`src/rtl/xosera_pkg.sv`:
```
// xosera_pkg
//    Shared definitions for the output compositor.
//    - word_t        : one ARGB4444 palette word as read from colormem
//    - blend_mode_t  : how playfield B is combined with playfield A
//    - field bounds  : bit positions of the alpha/R/G/B nibbles in word_t
//    - alpha_weight  : maps a 4-bit alpha onto the 0..16 blend weight

package xosera_pkg;

   typedef logic [15:0] word_t;

   typedef enum logic [1:0] {
      BLEND_A_ONLY = 2'd0,
      BLEND_ALPHA  = 2'd1,
      BLEND_ADD    = 2'd2,
      BLEND_KEY    = 2'd3
   } blend_mode_t;

   localparam int ALPHA_HI = 15;
   localparam int ALPHA_LO = 12;
   localparam int R_HI     = 11;
   localparam int R_LO     = 8;
   localparam int G_HI     = 7;
   localparam int G_LO     = 4;
   localparam int B_HI     = 3;
   localparam int B_LO     = 0;

   // Alpha 15 is treated as fully opaque (weight 16) so that an opaque
   // B pixel reproduces B exactly instead of 15/16 of it.
   function automatic logic [4:0] alpha_weight(input logic [3:0] alpha);
      return (alpha == 4'hF) ? 5'd16 : {1'b0, alpha};
   endfunction

endpackage

```
`src/rtl/blend_channel.sv`:
```
// blend_channel
//    Two-stage arithmetic for one colour channel of the compositor.
//    Stage 1 registers the weighted products and the raw channel values,
//    stage 2 selects the result for the pixel's mode and blanks it when
//    the pixel lies outside the active display.
// Ports:
//    clk      - pixel clock
//    reset_i  - synchronous active-high reset
//    a_i      - playfield A channel value
//    b_i      - playfield B channel value
//    w_i      - blend weight of B, 0..16
//    key_b_i  - B alpha is non-zero (B is opaque for keying)
//    mode_i   - effective blend mode for this pixel
//    de_i     - display enable aligned with a_i/b_i
//    chan_o   - registered 4-bit result

module blend_channel
   import xosera_pkg::*;
(
   input  logic        clk,
   input  logic        reset_i,
   input  logic [3:0]  a_i,
   input  logic [3:0]  b_i,
   input  logic [4:0]  w_i,
   input  logic        key_b_i,
   input  blend_mode_t mode_i,
   input  logic        de_i,
   output logic [3:0]  chan_o
);

   logic [4:0]  inv_w;
   logic [7:0]  pa_d, pa_q;
   logic [7:0]  pb_d, pb_q;
   logic [3:0]  a_d, a_q;
   logic [3:0]  b_d, b_q;
   logic        key_d, key_q;
   logic        de_d, de_q;
   blend_mode_t mode_d, mode_q;

   logic [7:0]  alpha_sum;
   logic [4:0]  add_sum;
   logic [3:0]  chan_d, chan_q;

   // Stage 1: the two weights always add up to 16, so each product is at
   // most 15*16 = 240 and fits in 8 bits.
   always_comb begin
      inv_w  = 5'd16 - w_i;
      pa_d   = {4'b0000, a_i} * {3'b000, inv_w};
      pb_d   = {4'b0000, b_i} * {3'b000, w_i};
      a_d    = a_i;
      b_d    = b_i;
      key_d  = key_b_i;
      mode_d = mode_i;
      de_d   = de_i;
   end

   always_ff @(posedge clk) begin
      if (reset_i) begin
         pa_q   <= '0;
         pb_q   <= '0;
         a_q    <= '0;
         b_q    <= '0;
         key_q  <= 1'b0;
         mode_q <= BLEND_A_ONLY;
         de_q   <= 1'b0;
      end else begin
         pa_q   <= pa_d;
         pb_q   <= pb_d;
         a_q    <= a_d;
         b_q    <= b_d;
         key_q  <= key_d;
         mode_q <= mode_d;
         de_q   <= de_d;
      end
   end

   // Stage 2: the weighted sum never exceeds 240, so its top nibble is
   // the blended value without any clamp. ADD is done one bit wider and
   // saturated to full intensity.
   always_comb begin
      alpha_sum = pa_q + pb_q;
      add_sum   = {1'b0, a_q} + {1'b0, b_q};
      chan_d    = a_q;
      case (mode_q)
         BLEND_A_ONLY: chan_d = a_q;
         BLEND_ALPHA:  chan_d = alpha_sum[7:4];
         BLEND_ADD:    chan_d = add_sum[4] ? 4'hF : add_sum[3:0];
         BLEND_KEY:    chan_d = key_q ? b_q : a_q;
         default:      chan_d = a_q;
      endcase
      if (!de_q) begin
         chan_d = 4'h0;
      end
   end

   always_ff @(posedge clk) begin
      if (reset_i) begin
         chan_q <= '0;
      end else begin
         chan_q <= chan_d;
      end
   end

   assign chan_o = chan_q;

endmodule

```
`src/rtl/pixel_blend.sv`:
```
// pixel_blend
//    Output compositor sitting after the two colormem read ports. Combines
//    the playfield A and B palette words per pixel according to the blend
//    mode, blanks outside the active display and delays the video timing
//    signals so they leave together with the matching pixel, COLOR_LATENCY+2
//    cycles after they entered.
// Ports:
//    clk           - pixel clock, shared with the colormem read ports
//    reset_i       - synchronous active-high reset
//    colorA_i      - playfield A ARGB4444 word (alpha ignored)
//    colorB_i      - playfield B ARGB4444 word
//    blend_mode_i  - blend mode, aligned with vid_de_i
//    pfB_en_i      - playfield B enable, aligned with vid_de_i
//    vid_de_i      - display enable, aligned with the colormem address
//    hsync_i       - horizontal sync, output polarity
//    vsync_i       - vertical sync, output polarity
//    red_o/green_o/blue_o - blended 4-bit colour
//    vid_de_o, hsync_o, vsync_o - timing delayed to match the colour

module pixel_blend
   import xosera_pkg::*;
#(
   parameter int   COLOR_LATENCY = 1,
   parameter logic SYNC_RESET    = 1'b0
) (
   input  logic        clk,
   input  logic        reset_i,
   input  word_t       colorA_i,
   input  word_t       colorB_i,
   input  blend_mode_t blend_mode_i,
   input  logic        pfB_en_i,
   input  logic        vid_de_i,
   input  logic        hsync_i,
   input  logic        vsync_i,
   output logic [3:0]  red_o,
   output logic [3:0]  green_o,
   output logic [3:0]  blue_o,
   output logic        vid_de_o,
   output logic        hsync_o,
   output logic        vsync_o
);

   localparam int L = COLOR_LATENCY + 2;

   logic [2:0]  ctl_d [COLOR_LATENCY];
   logic [2:0]  ctl_q [COLOR_LATENCY];
   logic [2:0]  ctl_out;
   blend_mode_t eff_mode;

   logic [L-1:0] de_pipe_d, de_pipe_q;
   logic [L-1:0] hs_pipe_d, hs_pipe_q;
   logic [L-1:0] vs_pipe_d, vs_pipe_q;

   logic [4:0]  weight_b;
   logic        key_b;
   logic [3:0]  red_w, green_w, blue_w;
   logic        unused_alpha_a;

   // The mode and B enable travel alongside the colormem read so they
   // reach the arithmetic in the same cycle as the pixel they were
   // presented with; this makes mode changes land on exact pixel edges.
   always_comb begin
      ctl_d[0] = {pfB_en_i, blend_mode_i};
      for (int i = 1; i < COLOR_LATENCY; i++) begin
         ctl_d[i] = ctl_q[i-1];
      end
   end

   always_ff @(posedge clk) begin
      if (reset_i) begin
         for (int i = 0; i < COLOR_LATENCY; i++) begin
            ctl_q[i] <= '0;
         end
      end else begin
         ctl_q <= ctl_d;
      end
   end

   // With playfield B disabled the pixel is always plain A.
   always_comb begin
      ctl_out  = ctl_q[COLOR_LATENCY-1];
      eff_mode = ctl_out[2] ? blend_mode_t'(ctl_out[1:0]) : BLEND_A_ONLY;
   end

   // Timing shift registers. DE tapped after COLOR_LATENCY stages feeds the
   // arithmetic so blanking follows the same pixel as the colour data; the
   // last stage drives the outputs.
   always_comb begin
      de_pipe_d = {de_pipe_q[L-2:0], vid_de_i};
      hs_pipe_d = {hs_pipe_q[L-2:0], hsync_i};
      vs_pipe_d = {vs_pipe_q[L-2:0], vsync_i};
   end

   always_ff @(posedge clk) begin
      if (reset_i) begin
         de_pipe_q <= '0;
         hs_pipe_q <= {L{SYNC_RESET}};
         vs_pipe_q <= {L{SYNC_RESET}};
      end else begin
         de_pipe_q <= de_pipe_d;
         hs_pipe_q <= hs_pipe_d;
         vs_pipe_q <= vs_pipe_d;
      end
   end

   // Weight and key depend only on B's alpha, so they are shared by the
   // three channels. A's alpha takes no part in compositing.
   always_comb begin
      weight_b = alpha_weight(colorB_i[ALPHA_HI:ALPHA_LO]);
      key_b    = |colorB_i[ALPHA_HI:ALPHA_LO];
   end

   assign unused_alpha_a = ^colorA_i[ALPHA_HI:ALPHA_LO];

   blend_channel u_red (
      .clk     (clk),
      .reset_i (reset_i),
      .a_i     (colorA_i[R_HI:R_LO]),
      .b_i     (colorB_i[R_HI:R_LO]),
      .w_i     (weight_b),
      .key_b_i (key_b),
      .mode_i  (eff_mode),
      .de_i    (de_pipe_q[COLOR_LATENCY-1]),
      .chan_o  (red_w)
   );

   blend_channel u_green (
      .clk     (clk),
      .reset_i (reset_i),
      .a_i     (colorA_i[G_HI:G_LO]),
      .b_i     (colorB_i[G_HI:G_LO]),
      .w_i     (weight_b),
      .key_b_i (key_b),
      .mode_i  (eff_mode),
      .de_i    (de_pipe_q[COLOR_LATENCY-1]),
      .chan_o  (green_w)
   );

   blend_channel u_blue (
      .clk     (clk),
      .reset_i (reset_i),
      .a_i     (colorA_i[B_HI:B_LO]),
      .b_i     (colorB_i[B_HI:B_LO]),
      .w_i     (weight_b),
      .key_b_i (key_b),
      .mode_i  (eff_mode),
      .de_i    (de_pipe_q[COLOR_LATENCY-1]),
      .chan_o  (blue_w)
   );

   assign red_o    = red_w;
   assign green_o  = green_w;
   assign blue_o   = blue_w;
   assign vid_de_o = de_pipe_q[L-1];
   assign hsync_o  = hs_pipe_q[L-1];
   assign vsync_o  = vs_pipe_q[L-1];

endmodule

```
`config.mk`:
```
export PLATFORM = sky130hd
export DESIGN_NAME = pixel_blend
export DESIGN_NICKNAME = d
export VERILOG_FILES = /design/src/rtl/xosera_pkg.sv /design/src/rtl/blend_channel.sv /design/src/rtl/pixel_blend.sv
export SDC_FILE = /design/constraint.sdc
export NUM_CORES = 1
export LEC_CHECK = 0
export CAP_MARGIN = 25
export CORE_ASPECT_RATIO = 0.75
export CORE_MARGIN = 10
export CORE_UTILIZATION = 28
export DETAILED_ROUTE_END_ITERATION = 12
export GPL_ROUTABILITY_DRIVEN = 0
export PLACE_DENSITY = 0.51
export SKIP_CTS_REPAIR_TIMING = 1
export SLEW_MARGIN = 40
export SYNTH_ARGS = -nofsm -noshare
export SYNTH_HDL_FRONTEND = slang
export SYNTH_HIERARCHICAL = 1
export SYNTH_SLANG_ARGS = --single-unit
export TNS_END_PERCENT = 30
```
`constraint.sdc`:
```
create_clock -name clk -period 8.73 [get_ports clk]
set_clock_uncertainty 0.2 [all_clocks]
set_input_delay 1.3095 -clock clk [delete_from_list [all_inputs] [get_ports clk]]
set_output_delay 1.3095 -clock clk [all_outputs]
set_load 0.01 [all_outputs]
```
### Yosys cells after proc, flatten, opt, wreduce, memory -nomap -nowiden

Cells that the tools add are included.

* add/subtract/negate cells: 7
* $mul: 6
* div/mod/pow operators: 0
* magnitude comparators: 0
* eq/ne operators: 4
* shift-type cells: 0
* mux-type cells: 10
* bitwise gates (word level): 2
* reductions and logical operators: 4

Operators by type and width (count)
* 4-bit by 5-bit multiplier with 8-bit output: 6
* 4-bit one-hot mux with 4 select lines: 3
* 8-bit adder: 3
* 4-bit 2-to-1 mux: 6
* 4-bit by 4-bit adder with 5-bit output: 3
* 5-bit 2-to-1 mux: 1
* 5-bit subtractor, first input constant: 1
* 2-bit == test, second input constant: 2
* 4-bit == test, second input constant: 1
* 2-bit OR reduction: 2
* 4-bit OR reduction: 1
* 2-bit by 1-bit == test with 1-bit output, second input constant: 1
* 2-bit zero test: 1
* 1-bit inverter: 2

* bits in registers: 100
* latch bits: 0
* RAM bits: 0
* memory bits (read-only): 0
* output and inout port bits: 15
* memories: 0

### Longest topological paths before layout

Gate-level depths: netlist of the first run.

* word-level depth: 4
* depth in mapped cells: 17

### Cells and area by module

Netlist of the first run, hierarchy kept.

Modules (own cells, without submodules)
* blend_channel at u_red: times used 1, cells an instance 264, area an instance 2437.3 sq um, sequential area each 640.6 sq um
* blend_channel at u_green: times used 1, cells an instance 262, area an instance 2393.5 sq um, sequential area each 640.6 sq um
* blend_channel at u_blue: times used 1, cells an instance 255, area an instance 2377.3 sq um, sequential area each 640.6 sq um
* pixel_blend: times used 1, cells an instance 37, area an instance 392.9 sq um, sequential area each 240.2 sq um

### Worst setup path before layout of the first run

No wires, ideal clock.

* kind: input to register
* start point: in colorB_i[12]
* end point: reg u_blue.pa_q[7]
* library setup time: 0.065 ns
* arrival time: 5.076 ns
* required time: 8.465 ns
* slack: 3.389 ns
* cell stages on the path: 14
* path buffers: 0
* path through: a31oi_1 > nor3_1 > xnor2_1 > and2_1 > fa_1 > inv_1 > fa_1 > inv_1 > ha_1 > o21ai_0 > o21bai_1 > a21oi_1 > xnor3_1 > nor2_1

* longest elaborated chain between the ends: 4

RTL lines
* start, declared: RTL line pixel_blend.sv:29 `input word_t colorB_i,`
* 4-bit == test: RTL line xosera_pkg.sv:31 `return (alpha == 4'hF) ? 5'd16 : {1'b0, alpha};`
* 5-bit 2-to-1 mux *: RTL line xosera_pkg.sv:31
* 5-bit subtractor *: RTL line blend_channel.sv:47 `inv_w = 5'd16 - w_i;`
* 4-bit by 5-bit multiplier with 8-bit output *: RTL line blend_channel.sv:48 `pa_d = {4'b0000, a_i} * {3'b000, inv_w};`
* end signal, assigned: RTL line blend_channel.sv:67 `pa_q <= pa_d;`
* end, declared: RTL line blend_channel.sv:32 `logic [7:0] pa_d, pa_q;`

Mark *: on every way between the ends. The rest lies on a longest branch, timed or not.
A chain may end at the register's enable or synchronous reset.

### Worst setup path in the final report of the first run

* start point: in colorB_i[12]
* end point: reg u_blue.pa_q[7]

* longest elaborated chain between the ends: 4

RTL lines
* 4-bit == test: RTL line xosera_pkg.sv:31
* 5-bit 2-to-1 mux *: RTL line xosera_pkg.sv:31
* named net weight_b[0]: RTL line pixel_blend.sv:54 `logic [4:0] weight_b;`
* 5-bit subtractor *: RTL line blend_channel.sv:47
* 4-bit by 5-bit multiplier with 8-bit output *: RTL line blend_channel.sv:48

The timed path passes the listed nets; every way through them passes the cells marked *.

==> results.yml, run 1 <==
cts:
  clock_path_buffers: 2
  root_buffer: "clkbuf_16"
  clkSinkCount: 108
  cts_buffers: 9
  cts.clk_slew.worst_paths_ns: 0.08
  cts_max_level: 3
  worstSkewPairLatency_ns: 0.35
  cts_tree: "yes"
floorplan:
  coreArea_mm2: 0.0269
  die_w_um: 210
  rows: 52
  boundaryPins: 55
  start_util_pct: 28.3
  die_y_um: 163
  die_area_mm2: 0.0342
final_layout:
  layout_commonest_cell: "dfxtp_1"
  final_layout_size_suffix_gt1_share_pct: 4.47
  syn_to_final_growth_pct: 16.3
  final_cell_mix: "108 x dfxtp_1, 99 x ha_1, 74 x and2_1"
  nets: 1045
  multiInputGateArea_mm2: 0.00513
  seq_area_mm2: 0.00216
  fillers: 2814
  postLayoutCoreUtil_pct: 32.9
  n_antenna_cell: 0
outcome:
  outcome: "finished, final reports clean"
logic_synthesis:
  async_flop_share_pct: 0
  avgSynthCellArea_um2: 9.29
  synth_area_mm2: 0.00760
  synth_ff_type: "dfxtp_1"
  syn_inst: 818
  synth_seq_cells: 108
  synth-edff-count: 0
  ys_seq_area_share_pct: 28.4
  yosys_warnings: 6
  syn_nets: 996
  synthDistinctLibCells: 53
sta:
  setup_viol: 0
  fmax_ghz: 0.179
  fin_setup_tns_ns: 0
  min_period_ns: 5.59
  rsz0062_at_grt: "no"
  fin_crit_sh_pct: 64.1
  slew_headroom_pct: 48.2
  worst_pin_slew_ns: 0.777
  slew_viol_final: 0
  hold_viol: 0
  holdWs_ns: 0.238
worst_setup_path:
  cp.arrival_ns: 5.68
  slowest_stage: "clkdlybuf4s50_1"
  cpMostUsedCell: "inv_1"
  critical_path_buf_inv_count: 5
  cp-startpoint: "colorB_i[12]"
  cp_top_family: "adder cells"
  crit_path_end_kind: "flip-flop"
  cpPeakStageDelay_ns: 0.57
  critPathLaunchType: "primary input"
  crit_required_ns: 8.82
  path_cells: "clkdlybuf4s50_1 > inv_1 > a31oi_2 > buf_4 > inv_1 > ha_1 > xnor2_1 > nand2_1 > fa_1 > inv_1 > fa_1 > ha_1 > a211oi_1 > o21bai_1 > a21oi_1 > xnor3_1 > nor2_1"
  rr_startpoint: "u_blue/a_q[0]$_SDFF_PP0_"
  worstPathMaxFanout: 30
  criticalPathCategory: "primary input to flip-flop"
global_route:
  grt_pass1_wl_um: 28300
  overflow: 0
  grt_pass1_vias: 5594
  antenna_found_initial: 0
  grt_max_degree: 76
  grt_usage_pct: 10.2
power:
  p_per_area_mw_per_mm2: 161
  p_leak_nw: 3.98
  p_int_mw: 0.968
  p_total_mw: 1.42
  pwr-share-comb_pct: 31.0
  p_sw_mw: 0.450
  p_seq_share_pct: 39.5
  p_sw_share_pct: 31.8
  pwr-share-clk_pct: 29.5
  peakVddDrop_uv: 85.7
detailed_routing:
  routed-via-count: 5465
  routed_wl_um: 16800
  drc_errors: 0
  first_iter_violations: 260
  post_drt_wl_per_cell_um: 13.7
  drtAntennaViolNets: 0
  drt-pass1-iter-count: 5
  viasPerCell: 4.47
placement:
  io_buffers: 50
  hpwl_um: 13000
flow_run:
  max_cap_viol_count: 0
hold_path:
  hp-class: "flip-flop to flip-flop"
  hold_start: "de_pipe_q[1]$_SDFF_PP0_"
[per-layer routing]
| metal | track usage (%) | part of all wire [%] |
|---|---|---|
| met5 | 0 | 0 |
| met1 | 14.1 | 52 |
| met2 | 16.0 | 43 |
| met4 | 2.46 | 1.1 |
| met3 | 2.10 | 3.9 |
[area by class of cell]
type,instances,area share [%]
Tap cell,351,4.97
Timing Repair Buffer,56,6.14
Clock inverter,6,0.793
Sequential cell,108,24.5
Inverter,70,2.97
Multi-Input combinational cell,622,58.1
Clock buffer,10,2.59
[worst register-to-register path, cell delays in order, from the launching register on]
cell      delay [ns]
dfxtp_1         0.38
ha_1            0.19
inv_1           0.06
fa_1            0.40
nor2b_1         0.11
o21ai_0         0.10
nand3b_1        0.15
o22ai_1         0.09
o31ai_1         0.31
[cells by family after synthesis]
logic type      count (synthesis)  share of synthesized area, %
compound gates                128                          11.0
xor+xnor                       50                          5.94
fa+ha+maj                     138                          26.6
buf+inv                        88                          4.41
flops                         108                          28.4
mux                            15                          2.02
simple gates                  291                          21.6
[registers in the layout, indices dropped and copies added, names as in the netlist, 8 cells and up]
register and cells:
u_red/pa_q 8, u_green/pb_q 8, u_blue/pa_q 8, u_green/pa_q 8, u_red/pb_q 8, u_blue/pb_q 8
[through the flow]
stage | std cells | worst slack (ns) | area [um^2]
floorplan | 818 | 3.39 | 7600
global placement | 1207 | 2.88 | 8540
detailed placement | 1207 | 2.75 | 8540
CTS | 1223 | 3.13 | 8840
global route | 1223 | 2.78 | 8840
finish | 1223 | 3.14 | 8840
[power by group through the flow]
stage	clock network (mW)	logic [mW]	registers, mW
4_1_cts	0.438	0.446	0.562
3_5_place_dp	0	0.440	0.573
2_1_floorplan	0	0.332	0.565
5_1_grt	0.455	0.511	0.565
3_3_place_gp	0	0.439	0.573
6_report	0.419	0.439	0.561
[path summary, 6_finish.rpt]
path | cells after the start | slack, ns | endpoint
max | 17 | 3.14 | u_blue/pa_q[7]$_SDFF_PP0_
min | 1 | 0.24 | de_pipe_q[2]$_SDFF_PP0_
max reg2reg | 8 | 6.62 | u_blue/chan_o[0]$_SDFF_PP0_
min reg2reg | 1 | 0.24 | de_pipe_q[2]$_SDFF_PP0_
[cells in the mapped netlist (all sizes together) (2+ instances only)]
master | instances | share of area, %
dfxtp | 108 | 28
ha | 99 | 16
and2 | 76 | 6.3
nor2b | 72 | 6.0
inv | 70 | 3.5
nand2 | 49 | 2.4
fa | 39 | 10
nor2 | 37 | 1.8
a21oi | 34 | 2.3
xnor2 | 31 | 3.6
a21o | 21 | 2.1
o21ai | 19 | 1.3
xor2 | 18 | 2.1
a211oi | 17 | 1.7
nor3 | 16 | 1.1
clkbuf | 14 | 0.69
mux2i | 12 | 1.6
a31oi | 10 | 0.82
nand2b | 9 | 0.84
nand3 | 6 | 0.40
nor3b | 6 | 0.87
o21bai | 6 | 0.59
nand4 | 5 | 0.41
o31ai | 5 | 0.49
and3 | 4 | 0.33
buf | 4 | 0.26
a311oi | 3 | 0.35
and2b | 3 | 0.30
mux2 | 3 | 0.44
nand3b | 3 | 0.30
a22oi | 2 | 0.20
o221ai | 2 | 0.23
o22ai | 2 | 0.16
Note: power is estimated with default switching activity, not from simulation.
==> inputs of run 2 (changes only) <==
Clock period 8.73 ns to 5.7 ns, I/O delays scaled along.
==> results.yml, run 2 (synthesis gave the netlist of run 1 again) <==
sta:
  rsz0062_at_grt: "no"
  slew_headroom_pct: 58.3
  holdWs_ns: 0.240
  min_period_ns: 5.03
  hold_viol: 0
  fin_setup_tns_ns: 0
  worst_pin_slew_ns: 0.624
  fmax_ghz: 0.199
  slew_viol_final: 0
  setup_viol: 0
  fin_crit_sh_pct: 88.3
worst_setup_path:
  crit_required_ns: 5.79
  cp-startpoint: "colorB_i[12]"
  crit_path_end_kind: "flip-flop"
  worstPathMaxFanout: 6
  criticalPathCategory: "primary input to flip-flop"
  crit_end: "u_blue/pa_q[7]$_SDFF_PP0_"
  rr_startpoint: "u_blue/a_q[0]$_SDFF_PP0_"
  r2r_end: "u_blue/chan_o[2]$_SDFF_PP0_"
  r2r_slack_ns: 3.67
  worst_r2r_path_depth: 8
  critPathLaunchType: "primary input"
  cp.arrival_ns: 5.13
final_layout:
  final_cell_mix: "108 x dfxtp_1, 99 x ha_1, 74 x and2_1"
  syn_to_final_growth_pct: 17.2
  final_layout_size_suffix_gt1_share_pct: 5.23
  nets: 1052
  layout_commonest_cell: "dfxtp_1"
  n_antenna_cell: 0
power:
  p_leak_nw: 4.00
  peakVddDrop_uv: 137
  p_per_area_mw_per_mm2: 244
floorplan:
  coreArea_mm2: 0.0269
  start_util_pct: 28.3
  die_area_mm2: 0.0342
  die_y_um: 163
  boundaryPins: 55
  die_w_um: 210
  rows: 52
outcome:
  outcome: "finished, final reports clean"
detailed_routing:
  first_iter_violations: 222
  routed-via-count: 5427
  drtAntennaViolNets: 0
  routed_wl_um: 16600
  post_drt_wl_per_cell_um: 13.5
  viasPerCell: 4.41
  drc_errors: 0
  drt-pass1-iter-count: 4
global_route:
  grt_pass1_wl_um: 28300
  antenna_found_initial: 0
  grt_max_degree: 56
  grt_usage_pct: 10.2
  overflow: 0
  grt_pass1_vias: 5464
cts:
  cts_tree: "yes"
  cts_max_level: 3
  worstSkewPairLatency_ns: 0.35
  cts_buffers: 9
  cts.clk_slew.worst_paths_ns: 0.07
  root_buffer: "clkbuf_16"
  clkSinkCount: 108
  clock_path_buffers: 2
hold_path:
  hp-class: "flip-flop to flip-flop"
placement:
  hpwl_um: 13200
  io_buffers: 50
flow_run:
  max_cap_viol_count: 0
-- run 2: cell count changes in the layout (fill, tap and decap cells not counted), sizes merged --
cell / change
clkinvlp: +3
clkbuf: +1
buf: +7
clkinv: -1
inv: -3
-- run 2: per-layer routing --
metal | track usage, % | wire [um]
met1 | 14.3 | 9000
met2 | 15.5 | 6990
met3 | 2.52 | 544
met4 | 2.17 | 120
met5 | 0 | 0
-- run 2: cell type report --
type                            count  area (um^2)
Timing Repair Buffer               63          608
Clock inverter                      5         61.3
Inverter                           70          263
Multi-Input combinational cell    622         5130
Sequential cell                   108         2160
Clock buffer                       11          243
Fill cell                        2849        18000
Tap cell                          351          439
-- run 2: report_power, final --
part           internal (mW)  switching (mW)  total [mW]  leakage [nW]
combinational          0.316           0.362       0.678          2.97
sequential             0.827          0.0318       0.859         0.891
clock                  0.354           0.287       0.641         0.138
-- run 2: how the worst min path moves through the flow --
| stage | start | to | slack [ns] | cells past startpoint |
|---|---|---|---|---|
| after floorplan | de_pipe_q[1]$_SDFF_PP0_ | de_pipe_q[2]$_SDFF_PP0_ | 0.21 | 1 |
| after global placement | hs_pipe_q[0]$_SDFF_PP0_ | hs_pipe_q[1]$_SDFF_PP0_ | 0.22 | 1 |
| after detailed placement | hs_pipe_q[0]$_SDFF_PP0_ | hs_pipe_q[1]$_SDFF_PP0_ | 0.23 | 1 |
| after CTS | hs_pipe_q[0]$_SDFF_PP0_ | hs_pipe_q[1]$_SDFF_PP0_ | 0.25 | 1 |
| after global routing | hs_pipe_q[1]$_SDFF_PP0_ | hs_pipe_q[2]$_SDFF_PP0_ | 0.26 | 1 |
| final | hs_pipe_q[0]$_SDFF_PP0_ | hs_pipe_q[1]$_SDFF_PP0_ | 0.24 | 1 |
-- run 2: stage by stage --
stage | setup slack, ns | area [um^2] | utilization [%] | total power, mW | instances
detailed placement | 0.240 | 8600 | 32.0 | 1.56 | 1214
global placement | 0.299 | 8600 | 32.0 | 1.56 | 1214
floorplan | 0.814 | 7600 | - | 1.37 | 818
finish | 0.666 | 8910 | 33.1 | 2.18 | 1230
CTS | 0.617 | 8910 | 33.1 | 2.22 | 1230
global route | 0.272 | 8910 | 33.1 | 2.35 | 1230
-- run 2: worst max-delay path: stages --
cell and delay, ns:
clkdlybuf4s50_1 0.54, inv_1 0.12, a31oi_2 0.52, inv_1 0.10
ha_1 0.24, xnor2_1 0.30, nand2_1 0.11, fa_1 0.49
inv_1 0.05, fa_1 0.52, ha_1 0.33, a211oi_1 0.33
o21bai_1 0.14, a21oi_1 0.17, xnor3_1 0.22, nor2_1 0.08
==> RTL change (flow settings as in run 2) <==
Reset style: asynchronous (`reset_i`), changed in 4 clocked blocks. Comments in the files are not updated.
--- a/src/rtl/blend_channel.sv
+++ b/src/rtl/blend_channel.sv
@@ -55,5 +55,5 @@
    end
 
-   always_ff @(posedge clk) begin
+   always_ff @(posedge clk or posedge reset_i) begin
       if (reset_i) begin
          pa_q   <= '0;
@@ -94,5 +94,5 @@
    end
 
-   always_ff @(posedge clk) begin
+   always_ff @(posedge clk or posedge reset_i) begin
       if (reset_i) begin
          chan_q <= '0;
--- a/src/rtl/pixel_blend.sv
+++ b/src/rtl/pixel_blend.sv
@@ -67,5 +67,5 @@
    end
 
-   always_ff @(posedge clk) begin
+   always_ff @(posedge clk or posedge reset_i) begin
       if (reset_i) begin
          for (int i = 0; i < COLOR_LATENCY; i++) begin
@@ -92,5 +92,5 @@
    end
 
-   always_ff @(posedge clk) begin
+   always_ff @(posedge clk or posedge reset_i) begin
       if (reset_i) begin
          de_pipe_q <= '0;
Behaviour: differs if reset_i is asserted again (counterexample within 4 cycles, from zero or initial values and one cycle with reset_i high); with reset_i held inactive, the same outputs for 10 cycles.
==> RTL change against run 2 <==
Maximum frequency is 4.5% higher. Total power up 13%. Via count is 8.1% lower. Final area shrank 1.2%. Die area fell by 1.2%. Combinational power rose by 36%. Area after synthesis fell by 1.3%. Sequential cell count is the same. Wire length grew 1.9%. Setup slack gained 220 ps. Critical path type unchanged.
==> RTL change: results (changes against run 2) <==
----------------------------------------------------
[STA]
  Slew HR ... 67.87% (+9.6 points)
  Worst-case hold slack ... 152.0 ps (-87.77 ps)
  Max Freq ... 207.7 MHz (+4.5%)

[Drt]
  Met2 WL ... 7.378 mm (+5.6%)
  Detail Route met3 WL ... 379 um (-30%)
  M1 wire length ... 9.094 mm (+1.1%)
  First-iteration detailed-routing DRC count ... 237 (+6.8%)
  Wire length after detailed routing ... 16.97 mm (+1.9%)
  Routed via count divided by cell count ... 4.411 (about the same)
  Drt first pass iters ... 4 (unchanged)

[Logic synthesis]
  Count of unique library cells instantiated by Yosys ... 48 (-9.4%)
  Top flip-flop cell by instance count after synthesis ... sky130_fd_sc_hd__dfrtp_1
  Leading cell types by total area after synthesis ... sky130_fd_sc_hd__dfrtp_1, sky130_fd_sc_hd__ha_1, sky130_fd_sc_hd__fa_1, sky130_fd_sc_hd__and2_1, sky130_fd_sc_hd__xnor2_1
  Most common library cells after synthesis ... sky130_fd_sc_hd__dfrtp_1, sky130_fd_sc_hd__ha_1, sky130_fd_sc_hd__inv_1, sky130_fd_sc_hd__and2_1, sky130_fd_sc_hd__nand2_1
  Yosys warning count ... 6 (unchanged)
  Net Count, Synth ... 895 (-10%)
  Mapped Avg Cell Area ... 10.46 um2 (+13%)
  Proportion of synthesized chip area in sequential cells ... 36.04% (+7.6 points)
  Proportion of register bits with asynchronous set or reset after synthesis ... 100.0% (+100 points)

[Power]
  Peak supply drop ... 146.6 uV (+7.4%)
  Leakage dissipation ... 0.004337 uW (+8.3%)

[Placement]
  Standard cell area after detailed placement ... 8521 um2 (-0.96%)
  Pre-CTS setup slack ... 535.1 ps (+294.8 ps)
  Detailed Place HPWL ... 13.37 mm (+1.1%)
  Quantity of I/O buffers inserted on ports ... 50 (unchanged)

[Worst setup path]
  CP Data Arrival Time ... 4850 ps (-280 ps)
  Worst reg2reg setup slack ... 3640 ps (-30 ps)
  Largest stage delay on the critical path ... 560 ps (+20 ps)
  Maximum fanout count along the critical path ... 10 (+4)

[Cells and area]
  Final standard cell count with taps included and fillers excluded ... 1131 (-8.0%)
  Share of post-route cells with drive strength above 1 ... 6.734% (+1.5 points)
  Fin nets ... 960 (-8.7%)

[GRT]
  Global-route wire length before repair ... 28.15 mm (-0.51%)
  Tot GR Track Use ... 10.36% (+0.12 points)
  Vias in the first global route ... 5186 (-5.1%)
  Largest net degree at the start of global routing ... 33 (-41%)

[Clock network]
  Number of H-tree levels ... 3 (unchanged)
  Maximum count of clock buffers along a single path ... 2 (unchanged)
  Total CTS buffers ... 9 (unchanged)

[Status]
  Result of the run ... complete, no violations

----------------------------------------------------
-- RTL change: cell count changes after synthesis, sizes merged, moves of 14 or more --
cell,run 2,this run
nor2b,72,3
inv,70,85
dfxtp,108,0
a211oi,17,3
nor2,37,14
dfrtp,0,108
-- RTL change: report_power, final --
part / leakage (uW) / internal, uW / switching [uW]
sequential: 0.00131 / 891 / 58.9
clock: 0.000132 / 303 / 292
combinational: 0.00290 / 423 / 496
-- RTL change: cell families (layout without fill, tap and decap cells) --
family          after synthesis  after routing  share of synthesized area [%]
simple gates                191            191                          14.02
fa+ha+maj                   138            138                          26.93
compound gates              115            115                          9.762
flops                       108            108                          36.04
buf+inv                      94            164                          4.706
xor+xnor                     58             58                          6.775
mux                          13             13                          1.769
-- RTL change: per-layer routing --
layer,global-route usage [%],up-vias
li1,-,2531
met1,14.83,2404
met2,15.66,46
met3,2.146,8
met4,2.153,0
met5,0,-
-- RTL change: path summary, 6_finish.rpt --
kind                                          to  depth (start not counted)           from
worst max-delay path             u_green/pa_q[7]                         17   colorB_i[12]
worst min-delay path                vs_pipe_q[2]                          0   vs_pipe_q[1]
worst max register to register  u_blue/chan_o[3]                          8  u_blue/a_q[0]
worst min register to register      vs_pipe_q[2]                          0   vs_pipe_q[1]
max in group asynchronous          u_red/pb_q[5]                          3        reset_i
min in group asynchronous           u_red/b_q[1]                          2        reset_i
-- RTL change: final cells by class --
cell class                      instances  area, um2
Tap cell                              344      430.4
Inverter                               85      319.1
Clock inverter                          5      45.04
Fill cell                            2684      17360
Sequential cell                       108       2703
Multi-Input combinational cell        515       4471
Timing Repair Buffer                   63      598.1
Clock buffer                           11      232.7
